$ cat config.mk
export PLATFORM = sky130hd
export DESIGN_NAME = ahb_lite_req_arbiter
export DESIGN_NICKNAME = d
export VERILOG_FILES = /design/src/rtl/ahb_lite_req_arbiter.sv
export SDC_FILE = /design/constraint.sdc
export NUM_CORES = 1
export LEC_CHECK = 0
export CAP_MARGIN = 20
export CELL_PAD_IN_SITES_DETAIL_PLACEMENT = 1
export CELL_PAD_IN_SITES_GLOBAL_PLACEMENT = 2
export CORE_ASPECT_RATIO = 1.75
export CORE_UTILIZATION = 20
export DETAILED_ROUTE_END_ITERATION = 6
export GPL_TIMING_DRIVEN = 1
export PLACE_DENSITY_LB_ADDON = 0.1
export SLEW_MARGIN = 15
export SYNTH_ARGS = -nofsm -noshare
export SYNTH_HDL_FRONTEND = slang
export SYNTH_SLANG_ARGS = --single-unit
$ cat constraint.sdc
create_clock -name HCLK -period 1.78 [get_ports HCLK]
set_input_delay 0.534 -clock HCLK [delete_from_list [all_inputs] [get_ports HCLK]]
set_output_delay 0.534 -clock HCLK [all_outputs]
set_load 0.02 [all_outputs]
$ cat src/rtl/ahb_lite_req_arbiter.sv
// Round-robin arbiter that serialises NREQ local requesters into single
// NONSEQ transfers on one AHB-Lite master port, screening illegal requests.
module ahb_lite_req_arbiter #(
  parameter int NREQ = 2,
  parameter int AW   = 16,
  parameter int DW   = 32
) (
  input  logic                 HCLK,
  input  logic                 HRESET,
  input  logic [NREQ-1:0]      req,
  input  logic [NREQ*AW-1:0]   req_addr,
  input  logic [NREQ-1:0]      req_write,
  input  logic [NREQ*3-1:0]    req_size,
  input  logic [NREQ*DW-1:0]   req_wdata,
  output logic [NREQ-1:0]      gnt,
  output logic [NREQ-1:0]      done,
  output logic                 err,
  output logic [DW-1:0]        rdata,
  output logic                 HSEL,
  output logic [AW-1:0]        HADDR,
  output logic [1:0]           HTRANS,
  output logic                 HWRITE,
  output logic [2:0]           HSIZE,
  output logic [2:0]           HBURST,
  output logic [3:0]           HPROT,
  output logic [DW-1:0]        HWDATA,
  input  logic                 HREADY,
  input  logic [DW-1:0]        HRDATA,
  input  logic                 HRESP,
  output logic [2:0]           dbg_state_o
);

  localparam int IW = (NREQ > 1) ? $clog2(NREQ) : 1;

  typedef enum logic [2:0] {
    S_IDLE  = 3'd0,
    S_CHECK = 3'd1,
    S_ADDR  = 3'd2,
    S_DATA  = 3'd3,
    S_RESP  = 3'd4
  } state_e;

  state_e          state_q, state_d;
  logic [IW-1:0]   idx_q, idx_d, ptr_q, ptr_d, pick_idx;
  logic            pick_found;
  logic [AW-1:0]   addr_q, addr_d;
  logic            write_q, write_d;
  logic [2:0]      size_q, size_d;
  logic [DW-1:0]   wdata_q, wdata_d;
  logic [DW-1:0]   rdata_q, rdata_d;
  logic            err_q, err_d;
  logic            illegal;
  logic [NREQ-1:0] idx_onehot;

  // First set request at or above the pointer, wrapping round.
  always_comb begin
    int j;
    j          = 0;
    pick_found = 1'b0;
    pick_idx   = '0;
    for (int k = 0; k < NREQ; k++) begin
      j = int'(ptr_q) + k;
      if (j >= NREQ) j = j - NREQ;
      if (!pick_found && req[j]) begin
        pick_found = 1'b1;
        pick_idx   = IW'(j);
      end
    end
  end

  assign illegal = (size_q > 3'd2) ||
                   ((size_q == 3'd1) && addr_q[0]) ||
                   ((size_q == 3'd2) && (addr_q[1:0] != 2'b00));

  always_comb begin
    state_d = state_q;
    idx_d   = idx_q;
    ptr_d   = ptr_q;
    addr_d  = addr_q;
    write_d = write_q;
    size_d  = size_q;
    wdata_d = wdata_q;
    rdata_d = rdata_q;
    err_d   = 1'b0;
    case (state_q)
      S_IDLE: begin
        if (pick_found) begin
          idx_d   = pick_idx;
          addr_d  = req_addr[int'(pick_idx)*AW +: AW];
          write_d = req_write[pick_idx];
          size_d  = req_size[int'(pick_idx)*3 +: 3];
          wdata_d = req_wdata[int'(pick_idx)*DW +: DW];
          state_d = S_CHECK;
        end
      end
      S_CHECK: begin
        if (illegal) begin
          err_d   = 1'b1;
          state_d = S_RESP;
        end else begin
          state_d = S_ADDR;
        end
      end
      S_ADDR: begin
        if (HREADY) state_d = S_DATA;
      end
      S_DATA: begin
        if (HREADY) begin
          err_d = HRESP;
          if (!write_q) rdata_d = HRDATA;
          state_d = S_RESP;
        end
      end
      S_RESP: begin
        ptr_d   = (idx_q == IW'(NREQ-1)) ? '0 : idx_q + 1'b1;
        state_d = S_IDLE;
      end
      default: state_d = S_IDLE;
    endcase
  end

  always_ff @(posedge HCLK) begin
    if (HRESET) begin
      state_q <= S_IDLE;
      idx_q   <= '0;
      ptr_q   <= '0;
      addr_q  <= '0;
      write_q <= 1'b0;
      size_q  <= '0;
      wdata_q <= '0;
      rdata_q <= '0;
      err_q   <= 1'b0;
    end else begin
      state_q <= state_d;
      idx_q   <= idx_d;
      ptr_q   <= ptr_d;
      addr_q  <= addr_d;
      write_q <= write_d;
      size_q  <= size_d;
      wdata_q <= wdata_d;
      rdata_q <= rdata_d;
      err_q   <= err_d;
    end
  end

  // Bus signals are decoded from state so they are idle whenever not in use.
  assign idx_onehot  = {{(NREQ-1){1'b0}}, 1'b1} << idx_q;
  assign gnt         = (state_q != S_IDLE) ? idx_onehot : '0;
  assign done        = (state_q == S_RESP) ? idx_onehot : '0;
  assign err         = err_q;
  assign rdata       = rdata_q;
  assign HSEL        = (state_q == S_ADDR);
  assign HTRANS      = (state_q == S_ADDR) ? 2'b10 : 2'b00;
  assign HADDR       = (state_q == S_ADDR) ? addr_q : '0;
  assign HWRITE      = (state_q == S_ADDR) ? write_q : 1'b0;
  assign HSIZE       = (state_q == S_ADDR) ? size_q : 3'd0;
  assign HWDATA      = ((state_q == S_DATA) && write_q) ? wdata_q : '0;
  assign HBURST      = 3'b000;
  assign HPROT       = 4'b0011;
  assign dbg_state_o = state_q;

endmodule
# After elaboration in Yosys (flattened, before gate mapping)
# Index checks and enable logic that the tools add are counted.
dict set report totals {
  regBits 90
  input_bits 142
  out_inout_bits 102
  wordCells 77
}
dict set report classes {
  n_addsub 4
  n_mul 1
  order_cmp 6
  n_eq_ne 9
  shifts 4
  muxes 30
  bitwise_logic 1
  reduce_logical 13
}
# cell n
set op_table {}
lappend op_table {{32-bit two-way mux} 3}
lappend op_table {{32-bit by 3-bit less-than comparator with 1-bit output (second input constant)} 2}
lappend op_table {{64-bit by 7-bit variable part select with 32-bit output} 1}
lappend op_table {{32-bit by 6-bit variable part select with 16-bit output} 1}
lappend op_table {{1-bit two-way mux} 16}
lappend op_table {{16-bit two-way mux} 1}
lappend op_table {{3-bit two-way mux} 5}
lappend op_table {{3-bit case mux with 4 select lines} 1}
lappend op_table {{3-bit by 2-bit == test with 1-bit output (second input constant)} 3}
lappend op_table {{3-bit by 1-bit == test with 1-bit output (second input constant)} 2}
lappend op_table {{2-bit two-way mux} 3}
lappend op_table {{3-bit AND reduction} 2}
lappend op_table {{6-bit by 4-bit variable part select with 3-bit output} 1}
lappend op_table {{1-bit logical AND} 4}
lappend op_table {{2-bit != test (second input constant)} 2}
lappend op_table {{3-bit == test (second input constant)} 1}
lappend op_table {{3-bit by 2-bit > comparator with 1-bit output (second input constant)} 1}
lappend op_table {{3-bit logical NOT} 1}
lappend op_table {{1-bit by 2-bit multiplier with 3-bit output (second input constant)} 1}
lappend op_table {{3-bit nonzero test} 1}
lappend op_table {{1-bit by 2-bit subtractor with 3-bit output (second input constant)} 1}
lappend op_table {{2-bit by 2-bit subtractor with 3-bit output (second input constant)} 1}
lappend op_table {{1-bit by 1-bit adder with 2-bit output (second input constant)} 1}
lappend op_table {{1-bit by 2-bit >= comparator with 1-bit output (second input constant)} 1}
lappend op_table {{other kinds (11)} 12}

# Longest topological paths before layout
dict set report depth {
  ltp_word 11
  mapped_depth 6
  mapped_depth_nobuf 3
}

# Worst setup path after synthesis
# No wires, ideal clock.
dict set report synth_path {
  path_kind {register to output}
  from {register state_q[1] (netlist: dbg_state_o[1])}
  to {output HADDR[10]}
  arrival_ps 1589
  required_ps 1246
  setup_slack_ps -343
  stages_incl_launch_ff 5
  path_buffers 1
  cell_sequence {dfxtp_1 > nand2b_1 > nor2_1 > clkbuf_1 > and2_1}
}
dict set report synth_between {
  elab_chain_len 2
}
# item line_no
set synth_rtl {}
lappend synth_rtl {{start: declaration} 43} ;# state_e state_q, state_d;
lappend synth_rtl {{start signal: assignment} 134} ;# state_q <= state_d;
lappend synth_rtl {{3-bit by 2-bit == test with 1-bit output} n/a}
lappend synth_rtl {{net HSEL} 19} ;# output logic HSEL,
lappend synth_rtl {{16-bit two-way mux} 154} ;# assign HADDR = (state_q == S_ADDR) ? addr_q : '0;
lappend synth_rtl {{end: declaration} 20} ;# output logic [AW-1:0] HADDR,
# The timed path passes the listed nets, and every way through them passes these cells.

# Worst setup path in the final report
dict set report layout_path {
  from {register state_q[2] (netlist: dbg_state_o[2])}
  to {output HWDATA[21]}
}
dict set report layout_between {
  elab_chain_len 3
}
# item line_no
set layout_rtl {}
lappend layout_rtl {{3-bit by 2-bit == test with 1-bit output} 157} ;# assign HWDATA = ((state_q == S_DATA) && write_q) ? wdata_q : '0;
lappend layout_rtl {{1-bit logical AND} 157}
lappend layout_rtl {{32-bit two-way mux} 157}
lappend layout_rtl {{end: declaration} 26} ;# output logic [DW-1:0] HWDATA,
# Every way passes these cells.

==> out/qor.txt <==
Status: finished with violations
Failing checks: setup timing
WP depth: 6
Finish-stage setup viols: 59
Sequential cell area fraction in the yosys report: 0.4120
#FFs+latches synth: 90
Drc violations: 0
Storage cell area: 0.001808 sq mm
Commonest cells in the netlist: nand2_1 (123), inv_1 (104), dfxtp_1 (90), and2_1 (52), a222oi_1 (51)
CP most frequent cell: buf_6
Chip width: 113.8 microns
Multi-input gate area: 0.002043 sq mm
Vias in the first global route: 5106
Synthesized area per cell: 8.204 sq um
IO Count: 244
Via density: 4.334
Critical-path cell list: nand2b_4 -> nor2_4 -> buf_6 -> buf_16 -> and2_2 -> buf_6
Worst-skew pair later-pin latency: 0.36 ns
Fin crit period: 2.039 ns
Slowest-stage cell, CP: dfxtp_2
Hpwl dp: 13130 microns
Clock Path Buffers: 2
Routability-driven placement congestion ratio: 0.7091
Vias: 4694
DIE AREA: 0.02248 sq mm
Reg2reg setup slack: 0.04 ns
Non-filler cells, final: 1083
Area delta synth->final: 80.97%
VDD IR max: 0.4060 mV
Post-synth top flop: dfxtp_1
Crit Path Class: register to output port
Largest net degree at the start of global routing: 35
Core area: 0.02150 sq mm
Final Hold Viols: 0
WL per Instance: 17.23 microns
Synth area leader: dfxtp_1
Routed Antenna Nets: 0
Die Y-Extent: 197.6 microns
WP buf/inv: 3
Final Net Count: 928
CTS hold repair buffers: 0
Overflow after GRT: 0
Reg2Reg Depth: 7
Dpl cells: 1049
Core Rows: 71
Synthesis warning total: 0
CTS tree: done
Initial antenna violation count: 0
RSZ-0062 raised after global routing: yes
Worst Path Required: 1.25 ns
Starting DRT DRC Count: 276
Setup Skew: 0.005432 ns
Min Hold Slack: 0.4521 ns
Yosys cell types: 30
Startpoint Class: register
Worst setup margin: -0.2590 ns
Final Cycle Share: 1.145
Drt pass-1 iters: 7
Critical path's top delay family: simple AND/OR/NAND/NOR gates
Netlist Area Pre-Place: 0.004373 sq mm
CTS Buf Count: 9
Pre-CTS setup slack: -0.4672 ns
Most common cell in the netlist: nand2_1
GRT Util Overall: 0.1653
FILL cells: 2516
Pwr dens: 978.5 mW/mm^2
Global-route wire length before repair: 27540 microns
Total wire length: 18660 microns
P_leak: 3.636 nW
Worst-path clk slew: 0.07 ns
CP Capture Type: output port
Max Clock Freq: 0.4904 GHz
Worst EP arrival: 1.50 ns
Port buffer count: 235
CP Max Fanout: 16
Reg2reg start: dbg_state_o[0]
Final Max Slew Viols: 0
Area contributors post-synth: dfxtp_1 (41%), a222oi_1 (12%), nand2_1 (11%), inv_1 (8.9%), and2_1 (7.4%)
Reg2reg end: write_q
Finished Core Util: 0.3681
Number of max-cap violations: 0
Post-synth EDFFs: 0
Slowest stage delay, CP: 0.33 ns
CTS sink count: 90
Worst Setup SP: dbg_state_o[2]
Top cell type's share of synthesized area: 0.4120
CTS H-tree lvls: 3
Asr flop ratio synth: 0
Number of diodes: 0
Design Power: 7.744 mW
Crit path capture: HWDATA[21]
Hold Path Class: register to register
Share of layout cells above drive strength 1: 0.2377
Clock Root Buffer: clkbuf_16
Starting Density: 0.2034
Mapped Cells: 533
-- state kept, by name, summed over array words and instances (netlist names) --
name         count
rdata           32
wdata_q         32
addr_q          16
dbg_state_o      3
size_q           3
err              1
idx_q            1
ptr_q            1
write_q          1
-- area by class of cell --
class / instances / share of cell area
clock buffers: 13 / 0.03162
inverters: 105 / 0.04996
multi-input cells: 297 / 0.2582
repair buffers: 283 / 0.3837
clock inverters: 3 / 0.001897
well taps: 292 / 0.04617
flip-flops and latches: 90 / 0.2285
-- how the worst min path moves through the flow --
stage,from,end,slack [ns],cells past startpoint
3_5_place_dp,rdata[1],rdata[1],0.45,2
4_1_cts,rdata[15],rdata[15],0.46,2
2_1_floorplan,addr_q[14],addr_q[14],0.45,2
3_3_place_gp,rdata[13],rdata[13],0.44,2
6_report,rdata[0],rdata[0],0.45,2
5_1_grt,rdata[24],rdata[24],0.48,2
-- where the power goes --
part	switching [mW]	total, mW	internal (mW)	leakage, nW
combinational	1.41	3.02	1.60	2.76
clock	0.830	1.81	0.980	0.133
sequential	0.339	2.92	2.58	0.742
total	2.58	7.74	5.16	3.64
-- through the flow --
step	cell area (sq um)	TNS (ns)
2_1_floorplan	4454	0
3_3_place_gp	7218	-33.60
3_5_place_dp	7218	-39.54
4_1_cts	7777	-14.06
5_1_grt	7914	-15.39
6_report	7914	-12.11
-- routing by layer --
layer	vias up	share of wire	GRT usage
li1	2224	-	-
met1	2274	0.36	0.1634
met2	172	0.56	0.3198
met3	24	0.062	0.04480
met4	0	0.021	0.06494
met5	-	0	0
-- cell families (layout without fill, tap and decap cells) --
logic type	Yosys count	count (layout)	synth area share
muxes	32	32	0.07325
AOI/OAI and AO/OA	63	63	0.1399
xor gates and xnor gates	1	1	0.002003
buffers and inverters	152	404	0.1642
and+or+nand+nor	193	193	0.2069
other	2	8	0.001717
DFF	90	90	0.4120
-- tightest hold or removal path, delay by kind of cell, from the launching register on --
| kind | cells | cell delay [ns] |
|---|---|---|
| flip-flops | 1 | 0.31 |
| multiplexers | 1 | 0.05 |
| AND/OR/NAND/NOR | 1 | 0.05 |
-- timing repair --
item,in CTS,in global routing
setup buffers,7,10
gates cloned,4,2
resized for setup,440,25
pin swaps,12,10
setup endpoints to repair,102,80
-- placed cells by master (no fill, tap or decap), types with 21 or more instances in the layout --
cell type and count:
mux2i_1 32, a222oi_1 51, nand2_1 122, and2_4 40, clkdlybuf4s50_1 141, dlygate4sd2_1 33
buf_4 21, inv_1 104, buf_6 66, dfxtp_1 87
Note: power is estimated with default switching activity, not from simulation.
